--- config.mk ---
export PLATFORM = sky130hd
export DESIGN_NAME = ps2_host
export DESIGN_NICKNAME = d
export VERILOG_FILES = /design/src/rtl/ps2_host.sv
export SDC_FILE = /design/constraint.sdc
export NUM_CORES = 1
export LEC_CHECK = 0
export CELL_PAD_IN_SITES_DETAIL_PLACEMENT = 1
export CELL_PAD_IN_SITES_GLOBAL_PLACEMENT = 1
export CORE_MARGIN = 5
export CORE_UTILIZATION = 23
export DETAILED_ROUTE_END_ITERATION = 12
export PLACE_DENSITY_LB_ADDON = 0.08
export SLEW_MARGIN = 0
export SYNTH_ARGS = -nofsm -noshare
export SYNTH_HDL_FRONTEND = slang
export SYNTH_SLANG_ARGS = --single-unit
--- constraint.sdc ---
create_clock -name clock -period 3.43 [get_ports clock]
set_input_delay 0.686 -clock clock [delete_from_list [all_inputs] [get_ports clock]]
set_output_delay 0.686 -clock clock [all_outputs]
set_load 0.1 [all_outputs]
--- src/rtl/ps2_host.sv ---
// ps2_host - PS/2 host link layer on shared open-drain pads.
// Glitch-filtered receive with parity/stop check, inhibit/request-to-send
// transmit with device ack, and a mid-frame timeout.
// Optional: define PS2_LED_EN to build the LED sequencer (ED, <leds>) on the TX path.
module ps2_host #(
    parameter int FILTER  = 8,
    parameter int INHIBIT = 400,
    parameter int TIMEOUT = 8000
) (
    input  logic       clock,
    input  logic       reset,
    input  logic       ce,
    input  logic       ps2_clk,
    input  logic       ps2_dat,
    output logic       clk_oe,
    output logic       dat_oe,
    output logic [7:0] rx_data,
    output logic       rx_valid,
    output logic       rx_error,
    input  logic [7:0] tx_data,
    input  logic       tx_start,
    output logic       tx_busy,
    output logic       tx_done,
    output logic       tx_error,
    input  logic [2:0] leds
);
    localparam int TMAX = (INHIBIT > TIMEOUT) ? INHIBIT : TIMEOUT;
    localparam int TW   = $clog2(TMAX + 1);

    typedef enum logic [2:0] {ST_IDLE, ST_RX, ST_INH, ST_RTS, ST_TX, ST_ACK, ST_WREL} state_t;
    state_t state, state_n;

    logic [FILTER-1:0] clk_sh, dat_sh, clk_sh_n, dat_sh_n;
    logic              clk_f, dat_f, clk_lvl, dat_lvl;
    logic              ev, wrel_ok, tmo, tx_go;
    logic [TW-1:0]     tmr;
    logic [3:0]        bcnt;
    logic [7:0]        sr, tx_byte, tx_src;
    logic              par, ack;

    assign clk_sh_n = {clk_sh[FILTER-2:0], ps2_clk};
    assign dat_sh_n = {dat_sh[FILTER-2:0], ps2_dat};

    // Level after this ce: changes only when the whole sample window agrees
    always_comb begin
        clk_lvl = clk_f;
        dat_lvl = dat_f;
        if (&clk_sh_n)       clk_lvl = 1'b1;
        else if (~|clk_sh_n) clk_lvl = 1'b0;
        if (&dat_sh_n)       dat_lvl = 1'b1;
        else if (~|dat_sh_n) dat_lvl = 1'b0;
    end

    // Falling edge of the filtered clock; data is taken from the filtered level at the same tick
    assign ev      = ce & clk_f & ~clk_lvl;
    assign wrel_ok = ce & clk_lvl & dat_lvl;

`ifdef PS2_LED_EN
    typedef enum logic [2:0] {P_IDLE, P_ED, P_FA1, P_VGO, P_VAL, P_FA2} phase_t;
    phase_t        phase;
    logic [2:0]    led_sent, led_pend;
    logic [TW-1:0] wait_t;
    logic          seq_go;

    assign seq_go  = ce && state == ST_IDLE &&
                     ((phase == P_IDLE && leds != led_sent) || phase == P_VGO);
    assign tx_busy = (state != ST_IDLE) || (phase != P_IDLE);
    assign tx_go   = seq_go || (ce && state == ST_IDLE && tx_start && !tx_busy);
    assign tx_src  = !seq_go ? tx_data : (phase == P_VGO) ? {5'b0, leds} : 8'hED;

    // LED sequencer: ED, await FA, value, await FA; anything else drops back and retries
    always_ff @(posedge clock or negedge reset) begin
        if (!reset) begin
            phase    <= P_IDLE;
            led_sent <= 3'b000;
            led_pend <= 3'b000;
            wait_t   <= '0;
        end else begin
            case (phase)
                P_IDLE: if (seq_go) phase <= P_ED;
                P_ED, P_VAL: begin
                    wait_t <= '0;
                    if (tx_done) phase <= tx_error ? P_IDLE : (phase == P_ED) ? P_FA1 : P_FA2;
                end
                P_FA1, P_FA2: begin
                    if (ce && state == ST_IDLE) wait_t <= wait_t + 1'b1;
                    if (rx_valid && rx_data == 8'hFA) begin
                        phase <= (phase == P_FA1) ? P_VGO : P_IDLE;
                        if (phase == P_FA2) led_sent <= led_pend;
                    end else if (rx_valid || rx_error || wait_t == TW'(TIMEOUT - 1)) begin
                        phase <= P_IDLE;
                    end
                end
                P_VGO: if (seq_go) begin
                    phase    <= P_VAL;
                    led_pend <= leds;
                end
                default: phase <= P_IDLE;
            endcase
        end
    end
`else
    logic unused_leds;
    assign unused_leds = ^leds;
    assign tx_busy     = (state != ST_IDLE);
    assign tx_go       = ce && state == ST_IDLE && tx_start;
    assign tx_src      = tx_data;
`endif

    // Pad sample windows and filtered levels
    always_ff @(posedge clock or negedge reset) begin
        if (!reset) begin
            clk_sh <= '1;
            dat_sh <= '1;
            clk_f  <= 1'b1;
            dat_f  <= 1'b1;
        end else if (ce) begin
            clk_sh <= clk_sh_n;
            dat_sh <= dat_sh_n;
            clk_f  <= clk_lvl;
            dat_f  <= dat_lvl;
        end
    end

    // State register
    always_ff @(posedge clock or negedge reset) begin
        if (!reset) state <= ST_IDLE;
        else        state <= state_n;
    end

    // Next state; a transmit request wins over a receive start in IDLE
    always_comb begin
        state_n = state;
        tmo     = 1'b0;
        case (state)
            ST_IDLE: if (tx_go) state_n = ST_INH;
                     else if (ev && !dat_lvl) state_n = ST_RX;
            ST_RX:   if (ev && bcnt == 4'd9) state_n = ST_IDLE;
            ST_INH:  if (ce && tmr == TW'(INHIBIT - 1)) state_n = ST_RTS;
            ST_RTS:  if (ev) state_n = ST_TX;
            ST_TX:   if (ev && bcnt == 4'd9) state_n = ST_ACK;
            ST_ACK:  if (ev) state_n = ST_WREL;
            ST_WREL: if (wrel_ok) state_n = ST_IDLE;
            default: state_n = ST_IDLE;
        endcase
        if (ce && !ev && tmr == TW'(TIMEOUT - 1) && state != ST_IDLE && state != ST_INH &&
            !(state == ST_WREL && wrel_ok)) begin
            tmo     = 1'b1;
            state_n = ST_IDLE;
        end
    end

    // Datapath: shifters, tick timer, pad drives and result pulses
    always_ff @(posedge clock or negedge reset) begin
        if (!reset) begin
            clk_oe   <= 1'b0;
            dat_oe   <= 1'b0;
            rx_data  <= 8'h00;
            rx_valid <= 1'b0;
            rx_error <= 1'b0;
            tx_done  <= 1'b0;
            tx_error <= 1'b0;
            tmr      <= '0;
            bcnt     <= '0;
            sr       <= 8'h00;
            tx_byte  <= 8'h00;
            par      <= 1'b0;
            ack      <= 1'b0;
        end else begin
            rx_valid <= 1'b0;
            rx_error <= 1'b0;
            tx_done  <= 1'b0;
            tx_error <= 1'b0;
            if (ce) begin
                // our own inhibit pulls the clock low, so events there must not restart the count
                if (state_n != state || (ev && state != ST_INH)) tmr <= '0;
                else if (tmr != TW'(TMAX))                        tmr <= tmr + 1'b1;
                case (state)
                    ST_IDLE: if (tx_go) begin
                        tx_byte <= tx_src;
                        clk_oe  <= 1'b1;
                    end else if (ev && !dat_lvl) begin
                        bcnt <= '0;
                    end
                    ST_RX: if (ev) begin
                        bcnt <= bcnt + 4'd1;
                        if (bcnt < 4'd8)       sr  <= {dat_lvl, sr[7:1]};
                        else if (bcnt == 4'd8) par <= dat_lvl;
                        else if (dat_lvl && ^{sr, par}) begin
                            rx_data  <= sr;
                            rx_valid <= 1'b1;
                        end else begin
                            rx_error <= 1'b1;
                        end
                    end
                    ST_INH: if (state_n == ST_RTS) begin
                        clk_oe <= 1'b0;
                        dat_oe <= 1'b1;
                        bcnt   <= '0;
                    end
                    ST_RTS, ST_TX: if (ev) begin
                        bcnt <= bcnt + 4'd1;
                        if (bcnt < 4'd8)       dat_oe <= ~tx_byte[bcnt[2:0]];
                        else if (bcnt == 4'd8) dat_oe <= ^tx_byte;  // odd parity bit is ~^byte
                        else                   dat_oe <= 1'b0;
                    end
                    ST_ACK: if (ev) ack <= ~dat_lvl;
                    ST_WREL: if (wrel_ok) begin
                        tx_done  <= 1'b1;
                        tx_error <= ~ack;
                    end
                    default: ;
                endcase
                if (tmo) begin
                    clk_oe <= 1'b0;
                    dat_oe <= 1'b0;
                    if (state == ST_RX) rx_error <= 1'b1;
                    else begin
                        tx_done  <= 1'b1;
                        tx_error <= 1'b1;
                    end
                end
            end
        end
    end
endmodule

==> impl_metrics.tcl, run 1 <==
set metrics [dict create \
    cp_num_buf_inv 3 \
    holdWs_ps 455.7 \
    cts_root_buf "clkbuf_16" \
    worstSetupStartpointType "input port" \
    fill_cells 1887 \
    post_drt_wl_per_cell_um 16.86 \
    crit_chain "clkdlybuf4s50_1 > nor4_1 > a21boi_1 > o22ai_1 > buf_4 > o21bai_1 > buf_4 > a31oi_2 > or2_4 > o41ai_1" \
    regArea_sq_mm 0.001722 \
    clock_skew_ps 8.548 \
    drive_gt1_share_pct 26.35 \
    antenna_cells 0 \
    fmax_ghz 0.3439 \
    period_needed_ps 2907 \
    drt_wl_total_um 10870 \
    path_class "input port to flop" \
    cp_data_required_time_ps 3660 \
    critPathArrivalTime_ps 3140 \
    ir_drop_mv 0.2391 \
    finalCritPeriodShare_pct 84.77 \
    grt_pass1_vias 3375 \
    cts_sinks 68 \
    die_x_um 139 \
    cpMaxStageDelayCell "clkdlybuf4s50_1" \
    hold_viol 0 \
    detail_route.iter0.violations 123 \
    dp_hpwl_um 7580 \
    multi_input_area_sq_mm 0.001951 \
    cts_tree "done" \
    leakage_uw 0.002001 \
    hp-class "input port to asynchronous set/reset pin" \
    antenna_found_initial 0 \
    p_per_area_mw_per_mm2 518.8 \
    syn_inst 375 \
    yosysSeqAreaShare_pct 44.98 \
    synth_cell_types 62 \
    pin_count 32 \
    vias 3016 \
    ctsHtreeMaxLevel 3 \
    syn_avg_cell_area_sq_um 10.21 \
    die_h_um 139 \
    start_util_pct 23.24 \
    core-area_sq_mm 0.01647 \
    postSynthRegisterBits 68 \
    port_buffers 28 \
    globalplace.congestion 0.7312 \
    drcViolationCount 0 \
    cp_common_cell "buf_4" \
    rows 47 \
    maxSlewHeadroom_pct 34.97 \
    synth-async-reset-ratio_pct 100.0 \
    clk_pin_slew_ps 60 \
    rsz0062_at_grt "false" \
    critPathMaxFanout 6 \
    dieArea_sq_mm 0.01932 \
    cts_setup_buffers 0 \
    grt_pass1_wl_um 18650 \
    status "finished clean" \
    yosysWarnings 0 \
    grt_overflow 0 \
    antenna_left 0 \
    first_pass_iters 4 \
    synth_edf_count 0 \
    drv_cap 0 \
    worstMarginPinSlew_ps 972.4 \
    cts_buffer_depth 2 \
    synth_nets 397 \
    setup_viol 0 \
    hold_buffers 0 \
    clkLatencyLatePin_ps 350 \
    crit_family "compound AO/OA/AOI/OAI gates" \
    slowest_delay_ps 510 \
    cts_resized 0 \
    routed_via_density 4.676 \
    cp-end-kind "flop" \
    area_growth_pct 24.49 \
    drv_slew 0 \
    syn-cell-area_sq_mm 0.003827 \
    track_usage_pct 12.04 \
    cts_buffers 9 \
    fin_nets 442 \
    grt_start_max_net_pins 69 \
    fin_setup_tns_ps 0 \
    synth_ff_type "dfrtp_1" \
]
-- cell usage in the layout, fill, tap and decap left out, types with 3 or more instances in the layout --
| master | count |
|---|---|
| dfrtp_1 | 52 |
| nand2b_1 | 6 |
| clkbuf_16 | 9 |
| dfstp_2 | 16 |
| o31ai_1 | 3 |
| o21ai_1 | 3 |
| nor3_1 | 14 |
| xnor2_1 | 14 |
| mux2_2 | 28 |
| and3_1 | 3 |
| nor2b_1 | 5 |
| o211ai_1 | 7 |
| o221ai_1 | 3 |
| inv_1 | 17 |
| buf_4 | 29 |
| ha_1 | 5 |
| nand4_1 | 9 |
| o221ai_2 | 6 |
| nand3_1 | 15 |
| nand2_1 | 31 |
| clkdlybuf4s50_1 | 19 |
| mux2_1 | 8 |
| nor4_1 | 8 |
| o211ai_2 | 4 |
| a21oi_1 | 11 |
| nor2_1 | 32 |
| o21ai_0 | 15 |
-- final cells by class --
| class | count | area share, % |
|---|---|---|
| timing repair buffer | 50 | 9.086 |
| inverter | 20 | 1.576 |
| clock buffer | 9 | 4.727 |
| tap | 220 | 5.777 |
| clock inverter | 7 | 1.759 |
| sequential | 68 | 36.13 |
| multi-input combinational | 271 | 40.94 |
-- cell usage after synthesis, drive strengths merged (2+ instances only) --
master / n / area [sq um]
a2111oi: 2 / 17.52
a211oi: 2 / 15.01
a21o: 2 / 15.01
a21oi: 11 / 55.05
a31oi: 2 / 18.77
and2: 2 / 12.51
and3: 3 / 18.77
buf: 6 / 42.54
clkbuf: 10 / 37.54
clkinv: 2 / 7.510
dfrtp: 52 / 1301
dfstp: 16 / 420.4
ha: 5 / 62.56
inv: 18 / 67.56
mux2: 36 / 405.4
mux4: 2 / 45.04
nand2: 31 / 116.4
nand2b: 6 / 37.54
nand3: 15 / 75.07
nand4: 9 / 56.30
nor2: 32 / 120.1
nor2b: 5 / 31.28
nor3: 14 / 70.07
nor4: 11 / 105.1
o211ai: 11 / 102.6
o21ai: 18 / 90.08
o221ai: 9 / 116.4
o22ai: 2 / 12.51
o31ai: 3 / 22.52
o41ai: 2 / 17.52
or2: 4 / 27.54
or3: 2 / 17.52
xnor2: 14 / 122.6
-- path summary, 6_finish.rpt --
kind                            startpoint    endpoint  slack (ps)  cells after the start
min in group clock              rx_data[1]  rx_data[1]         490                      1
worst min-delay path                 reset     tmr[12]         460                      1
worst max-delay path               ps2_dat     bcnt[3]         520                     10
worst min register to register  rx_data[1]  rx_data[1]         490                      1
max in group asynchronous            reset      tmr[3]        2310                      1
worst max register to register      tmr[9]      tmr[1]         750                      8
-- per-layer routing --
| metal | vias to the layer above | part of all wire (%) | track usage [%] |
|---|---|---|---|
| met5 | - | 0 | 0 |
| met4 | 0 | 1.7 | 4.325 |
| met3 | 14 | 2.8 | 2.966 |
| met2 | 29 | 46 | 18.69 |
| met1 | 1506 | 50 | 16.34 |
| li1 | 1467 | - | - |
-- flip-flops by register name, indices dropped and copies added (netlist names), 3 cells and up --
register	flops
tmr	13
rx_data	8
sr	8
tx_byte	8
clk_sh	7
dat_sh	7
bcnt	4
state	3
-- power by group --
part | internal (uW) | total, uW | leakage [uW] | switching, uW
combinational | 178 | 408 | 0.00103 | 230
clock | 576 | 982 | 0.000149 | 407
sequential | 935 | 1080 | 0.000820 | 147
total | 1690 | 2470 | 0.00200 | 784
-- metrics by stage --
| stage | cells | setup WS [ps] | util, % | cell area, sq um | total power (uW) |
|---|---|---|---|---|---|
| floorplan | 375 | 900.5 | - | 3827 | 1352 |
| global placement | 629 | 181.0 | 27.06 | 4456 | 1495 |
| detailed placement | 629 | 140.0 | 27.06 | 4456 | 1513 |
| CTS | 645 | 512.7 | 28.94 | 4765 | 2530 |
| global route | 645 | 345.1 | 28.94 | 4765 | 2625 |
| finish | 645 | 522.5 | 28.94 | 4765 | 2472 |
-- kinds of logic after synthesis --
family | count (synthesis) | synth area share (%)
simple gates | 138 | 18.83
compound gates | 74 | 15.04
flops | 68 | 44.98
mux | 39 | 12.03
buf+inv | 36 | 4.054
xor+xnor | 15 | 3.433
fa+ha+maj | 5 | 1.635
Power figures use the tool's default switching activity.
==> inputs of run 2 (changes only) <==
==> constraint.sdc (replaced) <==
create_clock -name clock -period 3 [get_ports clock]
set_input_delay 0.6 -clock clock [delete_from_list [all_inputs] [get_ports clock]]
set_output_delay 0.6 -clock clock [all_outputs]
set_load 0.1 [all_outputs]
==> run 2 against run 1 <==
  * Combinational power is 20% higher
  * Non-clock buffer count is 16 higher
  * Utilization is 0.58 points higher
  * Critical endpoint is now tmr[5]
  * Highest routed layer unchanged
  * Largest power group unchanged
  * Largest cell class unchanged
  * Power is 14% higher
  * Cell count is 2.5% higher
  * Hold slack worse by 88 ps
==> impl_metrics.tcl, run 2 (synthesis results as in run 1) <==
set metrics [dict create \
    status "finished clean" \
    critPathArrivalTime_ps 2980 \
    finalPower_uw 2825 \
    ir_drop_mv 0.2368 \
    post_drt_wl_per_cell_um 16.25 \
    cts_tree "done" \
    hp-class "input port to asynchronous set/reset pin" \
    worstSetupStartpointType "input port" \
    routed_via_density 4.655 \
    fin_setup_tns_ps 0 \
    die_x_um 139 \
    critPathMaxFanout 8 \
    drcViolationCount 0 \
    holdWs_ps 367.3 \
    antenna_left 0 \
    clock_skew_ps 8.346 \
    antenna_found_initial 0 \
    drv_slew 0 \
    p_per_area_mw_per_mm2 581.3 \
    grt_start_max_net_pins 69 \
    cp_data_required_time_ps 3220 \
    cts_sinks 68 \
    port_buffers 28 \
    cpMaxStageDelayCell "clkdlybuf4s50_1" \
    drive_gt1_share_pct 31.07 \
    dieArea_sq_mm 0.01932 \
    slowest_delay_ps 480 \
    worstMarginPinSlew_ps 928.7 \
    die_h_um 139 \
    clk_pin_slew_ps 60 \
    period_needed_ps 2756 \
    grt_pass1_vias 3305 \
    fill_cells 1906 \
    globalplace.congestion 0.7639 \
    setup_viol 0 \
    crit_chain "clkdlybuf4s50_1 > nor4_4 > and4_1 > nor2_1 > o31ai_1 > a311oi_2 > o21ai_1 > buf_4 > o221ai_2" \
    antenna_cells 0 \
    drv_cap 0 \
    largest_register_ffs 13 \
    fmax_ghz 0.3628 \
    leakage_uw 0.002097 \
    regArea_sq_mm 0.001722 \
    grt_pass1_wl_um 17840 \
    rows 47 \
    layout_common_cells "buf_4, dfrtp_1, nor2_1" \
    cp-end-kind "flop" \
    detail_route.iter0.violations 132 \
    track_usage_pct 11.60 \
    pin_count 32 \
    layout_commonest_cell "buf_4" \
    area_growth_pct 26.97 \
    cts_buffers 9 \
    start_util_pct 23.24 \
    drt_wl_total_um 10740 \
    core-area_sq_mm 0.01647 \
    finalCritPeriodShare_pct 91.87 \
    first_pass_iters 4 \
    cts_root_buf "clkbuf_16" \
    rsz0062_at_grt "false" \
    maxSlewHeadroom_pct 38.09 \
    multi_input_area_sq_mm 0.001957 \
    regMostFlops "tmr" \
    grt_overflow 0 \
    hold_viol 0 \
    ctsHtreeMaxLevel 3 \
    clkLatencyLatePin_ps 340 \
    dp_hpwl_um 7899 \
    vias 3077 \
    fin_nets 458 \
    path_class "input port to flop" \
    cts_buffer_depth 2 \
]
-- run 2: cell count changes in the layout (fill, tap and decap cells not counted) --
cell / previous run / this run
buf_4: 29 / 54
clkdlybuf4s50_1: 19 / 11
clkinv_4: 2 / 4
buf_12: 1 / 0
clkinvlp_4: 1 / 0
inv_6: 2 / 1
o22ai_1: 2 / 1
o22ai_2: 0 / 1
-- run 2: cell type report --
cell class                      count  share of cell area, %
Clock buffer                        9                  4.634
Timing Repair Buffer               66                  10.71
Multi-Input combinational cell    271                  40.27
Clock inverter                      7                  1.751
Tap cell                          220                  5.664
Sequential cell                    68                  35.43
Inverter                           20                  1.545
-- run 2: worst paths after layout --
path,start,endpoint,slack (ps),cells past startpoint
worst min register to register,dat_f,dat_f,490,2
worst max register to register,tmr[8],tmr[5],370,8
max in group asynchronous,reset,state[1],1990,1
min in group clock,dat_f,dat_f,490,2
worst max-delay path,ps2_clk,tmr[5],240,9
worst min-delay path,reset,tmr[10],370,1
-- run 2: power by group --
group          internal [uW]  leakage, uW  switching, uW
Clock                    658     0.000152            452
Sequential              1070     0.000820            158
Combinational            218      0.00112            270
-- run 2: timing repair --
item / in CTS / in global routing
endpoints found under the setup margin: 0 / 2
setup buffers: 0 / 0
gates resized for setup: 0 / 1
hold buffers: 0 / 0
-- run 2: metal layers --
metal | global-route usage, % | share of wire, %
met1 | 15.21 | 47
met2 | 18.87 | 48
met3 | 3.000 | 3.0
met4 | 3.450 | 1.2
met5 | 0 | 0
-- run 2: worst max-delay path, delay by kind of cell --
family	cells	cell delay, ps
buffers and inverters	2	720
AND/OR/NAND/NOR	3	810
AO/OA/AOI/OAI	4	830
-- run 2: stage by stage --
step                      utilization (%)  setup slack (ps)  instance area (sq um)  std cells
after detailed placement            27.59            -163.2                   4543        645
final                               29.51             244.0                   4860        661
after global placement              27.59            -180.3                   4543        645
after floorplan                         -             494.6                   3827        375
after CTS                           29.48             178.5                   4853        661
after global routing                29.51             48.66                   4860        661
==> inputs of run 3 (changes only) <==
==> constraint.sdc (replaced) <==
create_clock -name clock -period 3.1 [get_ports clock]
set_input_delay 0.62 -clock clock [delete_from_list [all_inputs] [get_ports clock]]
set_output_delay 0.62 -clock clock [all_outputs]
set_load 0.1 [all_outputs]
==> run 3 against run 2 <==
  * Flip-flop and latch count stayed put
  * Sequential power decreased by 3%
  * Non-clock buffer count is 1 lower
  * Clock skew grew 2.7 ps
  * Count of clock-buffer cells in the layout stayed put
  * Power shrank 6.7%
  * Via count grew 0.94%
  * Critical endpoint unchanged
==> impl_metrics.tcl, run 3 (synthesis results as in run 1) <==
set metrics [dict create \
    dp_hpwl_um 7874 \
    cts_resized 0 \
    drv_slew 0 \
    multi_input_area_sq_mm 0.001957 \
    antenna_found_initial 0 \
    post_drt_wl_per_cell_um 16.43 \
    dp_slack_ps -118.9 \
    worstMarginPinSlew_ps 934.5 \
    antenna_left 0 \
    first_pass_iters 5 \
    port_buffers 28 \
    maxSlewHeadroom_pct 37.70 \
    path_class "input port to flop" \
    drt_wl_total_um 10850 \
    leakage_uw 0.002077 \
    dieArea_sq_mm 0.01932 \
    hp-class "input port to asynchronous set/reset pin" \
    clkLatencyLatePin_ps 350 \
    period_needed_ps 2804 \
    ctsHtreeMaxLevel 3 \
    cts_buffer_depth 2 \
    antenna_cells 0 \
    regArea_sq_mm 0.001722 \
    track_usage_pct 11.82 \
    slowest_delay_ps 490 \
    finalCritPeriodShare_pct 90.46 \
    drive_gt1_share_pct 30.91 \
    drv_cap 0 \
    cp_num_buf_inv 2 \
    pin_count 32 \
    worstSetupStartpointType "input port" \
    cts_buffers 9 \
    start_util_pct 23.24 \
    vias 3106 \
    grt_pass1_vias 3268 \
    fill_cells 1899 \
    cts_sinks 68 \
    clk_pin_slew_ps 70 \
    layout_common_cells "buf_4, dfrtp_1, nor2_1" \
    p_per_area_mw_per_mm2 546.7 \
    hold_viol 0 \
    cpMaxStageDelayCell "clkdlybuf4s50_1" \
    hold_buffers 0 \
    routed_via_density 4.706 \
    cts_root_buf "clkbuf_16" \
    area_growth_pct 25.92 \
    setup_slack_ps 295.7 \
    fin_nets 457 \
    grt_start_max_net_pins 69 \
    crit_family "simple AND/OR/NAND/NOR gates" \
    rsz0062_at_grt "false" \
    clock_skew_ps 11.05 \
    ir_drop_mv 0.2386 \
    critPathMaxFanout 5 \
    cts_setup_buffers 0 \
    cp-end-kind "flop" \
    finalPower_uw 2635 \
    status "finished clean" \
    cts_tree "done" \
    regMostFlops "tmr" \
    rows 47 \
    critPathArrivalTime_ps 3070 \
    setup_viol 0 \
    die_x_um 139 \
    fmax_ghz 0.3566 \
    die_h_um 139 \
    holdWs_ps 377.7 \
    globalplace.congestion 0.7503 \
    cp_data_required_time_ps 3360 \
    grt_pass1_wl_um 18060 \
    layout_commonest_cell "buf_4" \
    grt_overflow 0 \
    crit_chain "clkdlybuf4s50_1 > nor4_4 > nand3_1 > nand4_1 > o31ai_1 > a311oi_2 > o21ai_1 > buf_4 > o221ai_2" \
    largest_register_ffs 13 \
    core-area_sq_mm 0.01647 \
    drcViolationCount 0 \
    detail_route.iter0.violations 106 \
]
==> run 3: stage by stage <==
step | setup TNS [ps] | cell area, sq um | utilization, % | std cells
2_1_floorplan | 0 | 3827 | - | 375
3_3_place_gp | -976.1 | 4536 | 27.55 | 644
3_5_place_dp | -1334 | 4536 | 27.55 | 644
4_1_cts | 0 | 4813 | 29.23 | 660
5_1_grt | 0 | 4820 | 29.27 | 660
6_report | 0 | 4820 | 29.27 | 660
==> run 3: final timing paths <==
path / slack [ps] / end / cells past startpoint / start
worst max-delay path: 300 / tmr[5] / 9 / ps2_clk
worst min-delay path: 380 / tmr[7] / 1 / reset
worst max register to register: 440 / tmr[5] / 8 / tmr[9]
worst min register to register: 490 / rx_data[2] / 1 / rx_data[2]
max in group asynchronous: 2070 / dat_oe / 1 / reset
min in group clock: 490 / rx_data[2] / 1 / rx_data[2]
==> run 3: worst register-to-register path, cell delays in order, from the launching register on <==
cell and delay, ps:
dfrtp_1 470, nand2_1 150, nor4_2 470, a41oi_1 180, o21ai_0 570, nand2_1 160
o21ai_1 190, buf_4 220, o221ai_2 110
==> run 3: final cells by class <==
class,instances,share of cell area [%]
multi-input cells,271,40.60
well taps,220,5.711
repair buffers,65,10.64
flip-flops and latches,68,35.72
clock inverters,7,1.090
inverters,20,1.558
clock buffers,9,4.673
==> run 3: power by group <==
part / leakage, uW / switching, uW / internal [uW]
clock network: 0.000136 / 436 / 545
registers: 0.000820 / 157 / 1030
logic: 0.00112 / 257 / 204
total: 0.00208 / 851 / 1780
==> run 3: routing by layer <==
metal	track usage, %	vias up	share of wire, %
met1	16.05	1567	48
met5	0	-	0
met4	3.965	0	1.5
met3	3.345	12	3.1
li1	-	1491	-
met2	18.13	36	47
